`src/rtl/mult_share_arbiter_pkg.sv`:
```
// Shared definitions for the multiplier-sharing arbiter and other shared-resource controllers.
package mult_share_arbiter_pkg;

  typedef enum logic [1:0] {
    IDLE   = 2'd0,
    LAUNCH = 2'd1,
    WAIT   = 2'd2,
    DONE   = 2'd3
  } state_t;

  localparam int NREQ_MAX        = 8;
  localparam int TIMEOUT_DEFAULT = 63;

endpackage

```
`src/rtl/mult_share_arbiter_rr_priority_pick.sv`:
```
// Combinational round-robin pick: first set request at or after ptr, wrapping.
module rr_priority_pick #(
  parameter  int N  = 2,
  localparam int IW = (N > 1) ? $clog2(N) : 1
) (
  input  logic [N-1:0]  req,
  input  logic [IW-1:0] ptr,
  output logic [N-1:0]  onehot,
  output logic [IW-1:0] idx
);

  logic          found;
  int            pos;
  logic [IW-1:0] pos_i;

  always_comb begin
    onehot = '0;
    idx    = '0;
    found  = 1'b0;
    pos    = 0;
    pos_i  = '0;
    for (int i = 0; i < N; i++) begin
      pos = int'(ptr) + i;
      if (pos >= N) pos = pos - N;
      pos_i = IW'(pos);
      if (!found && req[pos_i]) begin
        found = 1'b1;
        idx   = pos_i;
      end
    end
    if (found) onehot[idx] = 1'b1;
  end

endmodule

```
`src/rtl/mult_share_arbiter.sv`:
```
// Round-robin owner of a shared sequential signed multiplier: grant, launch, wait for a
// fresh ready (or time out), return the product with a one-cycle done to the owner.
module mult_share_arbiter
  import mult_share_arbiter_pkg::*;
#(
  parameter int NBits   = 8,
  parameter int NREQ    = 2,
  parameter int TIMEOUT = TIMEOUT_DEFAULT
) (
  input  logic                  clk,
  input  logic                  rst,
  input  logic [NREQ-1:0]       req,
  input  logic [NREQ*NBits-1:0] op_a,
  input  logic [NREQ*NBits-1:0] op_b,
  output logic [NREQ-1:0]       gnt,
  output logic [NREQ-1:0]       done,
  output logic [2*NBits-1:0]    result,
  output logic                  timeout_err,
  output logic                  busy,
  output logic                  mul_start,
  output logic [NBits-1:0]      mul_multiplier,
  output logic [NBits-1:0]      mul_multiplicand,
  input  logic                  mul_ready,
  input  logic [2*NBits-1:0]    mul_product,
  output state_t                state_dbg
);

  localparam int IW = (NREQ > 1) ? $clog2(NREQ) : 1;
  localparam int CW = $clog2(TIMEOUT + 1);

  // Handshake: a requester raises req with its operands and holds them until it sees its
  // done bit; done is a single-cycle pulse and result is valid in that cycle.
  state_t            state, state_d;
  logic [NREQ-1:0]   gnt_d, done_d, pick_onehot;
  logic [IW-1:0]     ptr, ptr_d, owner, owner_d, pick_idx;
  logic              pick_any;
  logic [2*NBits-1:0] result_d;
  logic              timeout_err_d, busy_d, mul_start_d, armed, armed_d;
  logic [NBits-1:0]  mul_multiplier_d, mul_multiplicand_d;
  logic [CW-1:0]     cnt, cnt_d;

  rr_priority_pick #(.N(NREQ)) u_pick (
    .req    (req),
    .ptr    (ptr),
    .onehot (pick_onehot),
    .idx    (pick_idx)
  );

  assign pick_any  = |req;
  assign state_dbg = state;

  always_ff @(posedge clk) begin
    if (rst) state <= IDLE;
    else     state <= state_d;
  end

  always_comb begin
    state_d            = state;
    gnt_d              = gnt;
    done_d             = '0;
    result_d           = result;
    timeout_err_d      = timeout_err;
    busy_d             = busy;
    mul_start_d        = 1'b0;
    mul_multiplier_d   = mul_multiplier;
    mul_multiplicand_d = mul_multiplicand;
    cnt_d              = cnt;
    armed_d            = armed;
    ptr_d              = ptr;
    owner_d            = owner;
    unique case (state)
      IDLE: begin
        if (pick_any) begin
          state_d            = LAUNCH;
          gnt_d              = pick_onehot;
          owner_d            = pick_idx;
          busy_d             = 1'b1;
          mul_start_d        = 1'b1;
          mul_multiplier_d   = op_a[int'(pick_idx)*NBits +: NBits];
          mul_multiplicand_d = op_b[int'(pick_idx)*NBits +: NBits];
        end
      end
      LAUNCH: begin
        state_d = WAIT;
        cnt_d   = '0;
        armed_d = 1'b0;
      end
      WAIT: begin
        cnt_d = cnt + 1'b1;
        // A ready seen before any low level is left over from the previous operation.
        if (!mul_ready) armed_d = 1'b1;
        if (armed && mul_ready) begin
          state_d       = DONE;
          result_d      = mul_product;
          timeout_err_d = 1'b0;
          done_d        = gnt;
        end else if (cnt_d == CW'(TIMEOUT)) begin
          state_d       = DONE;
          result_d      = '0;
          timeout_err_d = 1'b1;
          done_d        = gnt;
        end
      end
      DONE: begin
        state_d       = IDLE;
        gnt_d         = '0;
        busy_d        = 1'b0;
        timeout_err_d = 1'b0;
        ptr_d         = (owner == IW'(NREQ - 1)) ? '0 : owner + 1'b1;
      end
      default: state_d = IDLE;
    endcase
  end

  always_ff @(posedge clk) begin
    if (rst) begin
      gnt              <= '0;
      done             <= '0;
      result           <= '0;
      timeout_err      <= 1'b0;
      busy             <= 1'b0;
      mul_start        <= 1'b0;
      mul_multiplier   <= '0;
      mul_multiplicand <= '0;
      cnt              <= '0;
      armed            <= 1'b0;
      ptr              <= '0;
      owner            <= '0;
    end else begin
      gnt              <= gnt_d;
      done             <= done_d;
      result           <= result_d;
      timeout_err      <= timeout_err_d;
      busy             <= busy_d;
      mul_start        <= mul_start_d;
      mul_multiplier   <= mul_multiplier_d;
      mul_multiplicand <= mul_multiplicand_d;
      cnt              <= cnt_d;
      armed            <= armed_d;
      ptr              <= ptr_d;
      owner            <= owner_d;
    end
  end

endmodule

```
`config.mk`:
```
export PLATFORM = sky130hd
export DESIGN_NAME = mult_share_arbiter
export DESIGN_NICKNAME = d
export VERILOG_FILES = /design/src/rtl/mult_share_arbiter_pkg.sv /design/src/rtl/mult_share_arbiter_rr_priority_pick.sv /design/src/rtl/mult_share_arbiter.sv
export SDC_FILE = /design/constraint.sdc
export NUM_CORES = 1
export LEC_CHECK = 0
export CORE_UTILIZATION = 35
export DETAILED_ROUTE_END_ITERATION = 6
export PLACE_DENSITY_LB_ADDON = 0.3
export RECOVER_POWER = 50
export SYNTH_ARGS = -nofsm -noshare
export SYNTH_HDL_FRONTEND = slang
export SYNTH_SLANG_ARGS = --single-unit
export TNS_END_PERCENT = 10
```
`constraint.sdc`:
```
create_clock -name clk -period 2.3 [get_ports clk]
set_clock_uncertainty 0.15 [all_clocks]
set_input_delay 0.23 -clock clk [delete_from_list [all_inputs] [get_ports clk]]
set_output_delay 0.23 -clock clk [all_outputs]
set_load 0.05 [all_outputs]
```
== Word-level counts from Yosys, hierarchy flattened ==
Cells that the tools add are included.
Word-level totals
  flip-flop bits (word level): 50
  bits of input ports: 53
  output and inout port bits: 41
  word-level logic and storage cells: 86
Cells by class
  add/subtract/negate cells: 5
  order comparisons: 6
  equal/unequal tests: 7
  shift operators: 2
  mux-type cells: 33
  bitwise gates (word level): 2
  reductions and logical operators: 18
Operators by type and width (number)
  two-way mux 16 bit: 2
  indexed part select 16 x 5 -> 8 bit: 2
  two-way mux 1 bit: 17
  two-way mux 2 bit: 7
  one-hot mux 6 bit (2 select lines): 1
  AND reduction 2 bit: 6
  one-hot mux 2 bit (4 select lines): 1
  nonzero test 2 bit: 4
  adder 6 x 1 -> 6 bit (second input constant): 1
  == test 6 bit (second input constant): 1
  < comparator 1 x 2 -> 1 bit (second input constant): 3
  one-hot mux 1 bit (2 select lines): 3
  OR reduction 2 bit: 3
  == test 2 bit (second input constant): 2
  != test 2 bit (second input constant): 2
  one-hot mux 2 bit (2 select lines): 1
  logical AND 1 bit: 3
  != test 3 bit (second input constant): 1
  adder 1 x 1 -> 2 bit (second input constant): 1
  == test 2 x 1 -> 1 bit (second input constant): 1
  >= comparator 1 x 2 -> 1 bit (second input constant): 1
  >= comparator 2 bit (second input constant): 1
  logical NOT 2 bit: 1
  NOT 1 bit: 2
  other kinds (5): 6

== Longest topological paths before layout ==
Gate-level depths: netlist of the first run.
  depth after elaboration: 15
  gate-level depth with buffers: 7
  gate-level depth less buffers: 6

== Modules after synthesis ==
From an unflattened synthesis of the first run, not the netlist that was laid out.
Second synthesis, totals
  cell total of the unflattened synthesis: 215
  area, all modules: 2075.7 um^2
Modules (own cells, without submodules)
  mult_share_arbiter: instances 1, cells each 211, area an instance 2045.7 um^2, sequential area each 1001.0 um^2
  rr_priority_pick: instances 1, cells each 4, area an instance 30.0 um^2, sequential area each 0.0 um^2

== Least setup slack after synthesis of the first run ==
No wires, ideal clock.
  path type: register -> register
  start: reg state[1], in the netlist state_dbg[1]
  end: reg result[10]
  setup time: 60 ps
  arrival: 1923 ps
  data required time: 2090 ps
  path slack: 167 ps
  cell stages (with the launch flop): 6
  buffers on the path: 1
  period minus slack after synthesis: 2133 ps
  cell sequence: dfxtp_1 -> ha_1 -> inv_1 -> nor3_2 -> clkbuf_1 -> a22o_1
On the way
  cells in the longest elaborated chain, start to end: 2
RTL lines
  from (decl): line mult_share_arbiter.sv:33  | state_t state, state_d;
  from (signal assigned): line mult_share_arbiter.sv:54  | else state <= state_d;
  == test 2 bit: line mult_share_arbiter.sv:71  | unique case (state)
  AND reduction 2 bit (no source line)
  to (signal assigned): line mult_share_arbiter.sv:132  | result <= result_d;
  to (decl): line mult_share_arbiter.sv:17  | output logic [2*NBits-1:0] result,
Every way passes these cells.
A chain may end at the register's enable or synchronous reset.

== Worst setup path after layout of the first run ==
  start: reg state[0], in the netlist state_dbg[0]
  end: reg result[0]
Same word-level chain as after synthesis.

==> results.toml, run 1 <==
[placement]
post-dp-hpwl_mm = 3.69
pre_cts_ws_ns = 0.0791
portBuffers = 93
gp_congestion = 0.781

[critical_path]
required_ns = 2.40
slowest_delay_ns = 0.80
slowest_stage = "nor3_2"
start_kind = "register"
critPathArrivalTime_ns = 2.14
worstSetupPathType = "reg -> reg"
cpMostUsedCell = "inv_1"
path_max_fanout = 16
crit_chain = "inv_1 -> ha_1 -> inv_1 -> nor3_2 -> a22o_1"
cp-startpoint = "state_dbg[0]"
r2r-start = "state_dbg[0]"
critPathCaptureType = "register"

[synth]
synth_cell_types = 40
yosys.area.top_type = "dfxtp_1"
synth_async_sr_flop_share_pct = 0
netlist.area_leader.share_pct = 45.7
yosys.area_share.adder_pct = 4.00
yosysSeqAreaShare_pct = 45.7
ys_ff_latch = 50
synth_mux_area_share_pct = 9.36
synthFlopType = "dfxtp_1"
yosysWarnings = 0
synthTopCellsByCount = "dfxtp_1, nor2_1, mux2i_1, a211oi_1, a22o_1"
synth_fp_nets = 285
synth_compound_area_share_pct = 22.8
synth-xor-area-share_pct = 0.799
syn_area_um2 = 2190
synth-edff-count = 0
synth_top_family_by_area = "compound AO/OA/AOI/OAI gates"
syn_area_per_cell_um2 = 9.74
ys_top_cells_by_area = "dfxtp_1, mux2i_1, a22o_1"
synth_most_common_cell = "dfxtp_1"
synth_cells = 225
yosys.area_share.simple_pct = 12.5

[cts]
cts_buffers = 5
cts_buffer_depth = 2
clkLatencyLatePin_ns = 0.30
cts_tree = "yes"
cts_resized = 0
clkTransAtPathRegs_ns = 0.09
h-tree-depth = 2
hold_buffers = 0
post_cts_buffers = 0
clkSinkCount = 50
cts_root_buf = "clkbuf_8"

[layout]
multi_input_area_um2 = 1080
drive_gt1_share_pct = 5.36
fill_cells = 568
nets = 376
finish.utilization_pct = 54.4
syn2layout_area_growth_pct = 48.6
n_antenna_cell = 0
regArea_um2 = 1000

[drt]
dr_total_vias = 1931
vias_per_cell = 4.93
wl_per_cell_um = 12.8
detail-route-antenna-nets = 0
drc_errors = 0
drt_iter0_markers = 34
detail_route.wirelength_mm = 5.01
drt_first_pass_iters = 4

[worst_hold_path]
hp-class = "reg -> reg"
worstHoldStart = "owner"

[sta]
worstMarginPinSlew_ns = 0.965
drv_slew = 0
rsz0062_at_grt = "no"
setup_violations = 0
hold_violations = 0
fin_crit_ns = 2.04
fmaxAchievable_mhz = 490
worst_slack_ns = 0.260
setup-tns-final_ns = 0
slew_headroom_pct = 35.3
fin_worst_hold_slack_ns = 0.308
timing.final.crit_share_pct = 88.7

[die]
coreArea_um2 = 5990
placementRows = 28
die_y_um = 81.1
initial_utilization_pct = 36.6
die_x_um = 81.1
die_area_um2 = 6580
ios = 94

[power]
power_mw = 2.97
p_sw_share_pct = 41.6
leakage_nw = 1.34
pwr_density_cell_nw_per_um2 = 912
internal_power_mw = 1.74
power_frac_comb_pct = 46.0
irDropWorstVdd_uv = 606
switchingPower_mw = 1.24
clock_power_share_pct = 17.4
p_seq_share_pct = 36.6

[grt]
grt_antenna_before_repair = 0
track_usage_pct = 16.2
grt-ovfl-total = 0
grt_pass1_wl_mm = 8.25
first_global_vias = 1887
grt_max_degree = 36

[run]
cap_violations = 0

[outcome]
status = "finished clean"
[registers in the layout (all words and copies together) (netlist names)]
name,flops
result,16
mul_multiplicand,8
mul_multiplier,8
cnt,6
done,2
gnt,2
state_dbg,2
armed,1
busy,1
mul_start,1
owner,1
ptr,1
timeout_err,1
[logic make-up after synthesis]
group                      after synthesis
buffers and inverters                   22
and+or+nand+nor                         58
DFF                                     50
muxes                                   20
adders and majority gates                7
xor gates and xnor gates                 2
AOI/OAI and AO/OA                       66
[final cells by class]
cell class | instances | area share (%)
multi-input combinational | 153 | 33.3
inverter | 8 | 0.922
tap | 75 | 2.88
timing repair buffer | 98 | 29.4
clock inverter | 1 | 0.154
sequential | 50 | 30.7
clock buffer | 7 | 2.65
[power by group through the flow]
| stage | sequential (mW) | combinational [mW] | clock (mW) |
|---|---|---|---|
| after floorplan | 1.53 | 0.514 | 0 |
| final | 1.09 | 1.37 | 0.518 |
| after detailed placement | 1.11 | 1.40 | 0 |
| after CTS | 1.09 | 1.41 | 0.535 |
| after global placement | 1.10 | 1.38 | 0 |
| after global routing | 1.11 | 1.48 | 0.561 |
[path summary, 6_finish.rpt]
kind	end	slack [ns]	depth (start not counted)
setup / recovery	result[0]	0.26	5
hold / removal	owner	0.31	2
setup reg to reg	result[0]	0.26	5
hold reg to reg	owner	0.31	2
[cells in the final DEF, fill, tap and decap left out, types with 4 or more instances in the layout]
master           instances
clkdlybuf4s50_1         73
dfxtp_1                 50
nor2_1                  29
dlygate4sd3_1           20
mux2i_1                 18
a211oi_1                17
a22o_1                  16
a21oi_1                 11
nand2_1                  9
inv_1                    8
o21ai_0                  7
ha_1                     7
clkbuf_8                 6
nand2b_1                 4
[per-layer routing]
| metal | routed length, um | part of all wire (%) | GRT usage, % |
|---|---|---|---|
| met5 | 0 | 0 | 0 |
| met4 | 89 | 1.8 | 6.07 |
| met3 | 308 | 6.1 | 4.83 |
| met2 | 2430 | 48 | 29.1 |
| met1 | 2180 | 44 | 18.0 |
[worst max-delay path: cells and delay by family (launching register included)]
| kind | cells | cell delay [ns] |
|---|---|---|
| flip-flops | 1 | 0.36 |
| AO/OA/AOI/OAI | 1 | 0.27 |
| adder cells (fa/ha/maj) | 1 | 0.19 |
| AND/OR/NAND/NOR | 1 | 0.80 |
| buffers and inverters | 2 | 0.22 |
[metrics by stage]
stage | cells | area [um2]
after floorplan | 225 | 2190
final | 392 | 3260
after CTS | 392 | 3270
after global placement | 384 | 3180
after global routing | 392 | 3260
after detailed placement | 384 | 3180
(Power assumes the default switching activity.)
==> run 2: changes to the inputs <==
--- a/config.mk
+++ b/config.mk
@@ -6,6 +6,7 @@
 export NUM_CORES = 1
 export LEC_CHECK = 0
 export CORE_UTILIZATION = 35
+export CTS_BUF_LIST = sky130_fd_sc_hd__clkbuf_4
 export DETAILED_ROUTE_END_ITERATION = 6
 export PLACE_DENSITY_LB_ADDON = 0.3
 export RECOVER_POWER = 50
==> results.toml, run 2 (synthesis gave the netlist of run 1 again) <==
[outcome]
status = "finished clean"

[layout]
largest_reg_flops = 16
regMostFlops = "result"
n_antenna_cell = 0
syn2layout_area_growth_pct = 46.9
drive_gt1_share_pct = 5.36
mostFrequentLayoutCell = "clkdlybuf4s50_1"
fill_cells = 575
nets = 376
multi_input_area_um2 = 1080
regArea_um2 = 1000
instances_no_fill = 392
final_cell_mix = "clkdlybuf4s50_1, dfxtp_1, nor2_1"
top_regs = "result (16), mul_multiplicand (8), mul_multiplier (8)"

[sta]
worstMarginPinSlew_ns = 0.965
hold_violations = 0
timing.final.crit_share_pct = 89.2
fmaxAchievable_mhz = 488
rsz0062_at_grt = "no"
setup_violations = 0
drv_slew = 0
slew_headroom_pct = 35.3
setup-tns-final_ns = 0
fin_crit_ns = 2.05
worst_slack_ns = 0.249

[worst_hold_path]
hold_path_end = "result[14]"
worstHoldStart = "mul_product[14]"
hp-class = "in -> reg"
whs_path_depth = 2

[critical_path]
start_kind = "register"
r2r-end = "result[0]"
path_max_fanout = 16
r2r-start = "state_dbg[0]"
required_ns = 2.47
cpMostUsedCell = "inv_1"
critPathCaptureType = "register"
worstSetupPathType = "reg -> reg"
critPathArrivalTime_ns = 2.22
crit_chain = "inv_1 -> ha_1 -> inv_1 -> nor3_2 -> a22o_1"
rrSetupSlack_ns = 0.25
slowest_stage = "nor3_2"
r2r_cells = 5
cp-startpoint = "state_dbg[0]"
slowest_delay_ns = 0.80

[cts]
cts_buffer_depth = 2
h-tree-depth = 2
clkLatencyLatePin_ns = 0.36
cts_root_buf = "clkbuf_4"
hold_buffers = 0
cts_buffers = 5
clkTransAtPathRegs_ns = 0.14
cts_resized = 0
post_cts_buffers = 0
clkSinkCount = 50
cts_tree = "yes"

[power]
power_mw = 2.86
irDropWorstVdd_uv = 587
leakage_nw = 1.30
pwr_density_cell_nw_per_um2 = 888

[die]
die_x_um = 81.1
die_y_um = 81.1
placementRows = 28
ios = 94
coreArea_um2 = 5990
die_area_um2 = 6580
initial_utilization_pct = 36.6

[drt]
detail-route-antenna-nets = 0
wl_per_cell_um = 12.8
drt_first_pass_iters = 4
dr_total_vias = 1942
vias_per_cell = 4.95
detail_route.wirelength_mm = 5.02
drc_errors = 0
drt_iter0_markers = 58

[placement]
portBuffers = 93
gp_congestion = 0.781
post-dp-hpwl_mm = 3.69
placed_cells = 384
pre_cts_ws_ns = 0.0791

[grt]
grt_pass1_wl_mm = 8.27
first_global_vias = 1891
grt-ovfl-total = 0
track_usage_pct = 16.4
grt_antenna_before_repair = 0
grt_max_degree = 36

[run]
cap_violations = 0
run 2: report_power, final:
part	total, mW	switching (mW)	internal (mW)
Sequential	1.09	0.0856	1.00
Combinational	1.38	0.877	0.501
Clock	0.391	0.264	0.127
run 2: how the worst max path moves through the flow:
| stage | to | slack [ns] | cells past startpoint |
|---|---|---|---|
| after floorplan | result[10] | 0.17 | 5 |
| after global placement | result[2] | 0.19 | 4 |
| after detailed placement | result[0] | 0.08 | 4 |
| after CTS | result[0] | 0.24 | 5 |
| after global routing | result[10] | 0.07 | 5 |
| final | result[0] | 0.25 | 5 |
run 2: area by class of cell:
cell class,instances,area share (%)
timing repair buffer,98,29.8
multi-input combinational,153,33.6
clock buffer,6,1.40
sequential,50,31.1
inverter,8,0.932
tap,75,2.91
clock inverter,2,0.272
run 2: critical path, delay by kind of cell (launching register included):
family          cells  cell delay [ns]
compound gates      1             0.28
fa+ha+maj           1             0.19
simple gates        1             0.80
flops               1             0.37
buf+inv             2             0.22
run 2: routing by layer:
layer  share of wire [%]  vias up  track usage, %
met5                   0        -               0
met4                 2.2        0            7.14
met3                 6.4       10            4.83
met2                  48       63            29.2
met1                  43      878            17.9
li1                    -      991               -
run 2: through the flow:
stage | util (%) | cell area, um2 | hold slack [ns]
2_1_floorplan | - | 2190 | 0.213
3_3_place_gp | 53.0 | 3180 | 0.295
3_5_place_dp | 53.0 | 3180 | 0.299
4_1_cts | 53.9 | 3230 | 0.290
5_1_grt | 53.8 | 3220 | 0.302
6_report | 53.8 | 3220 | 0.301
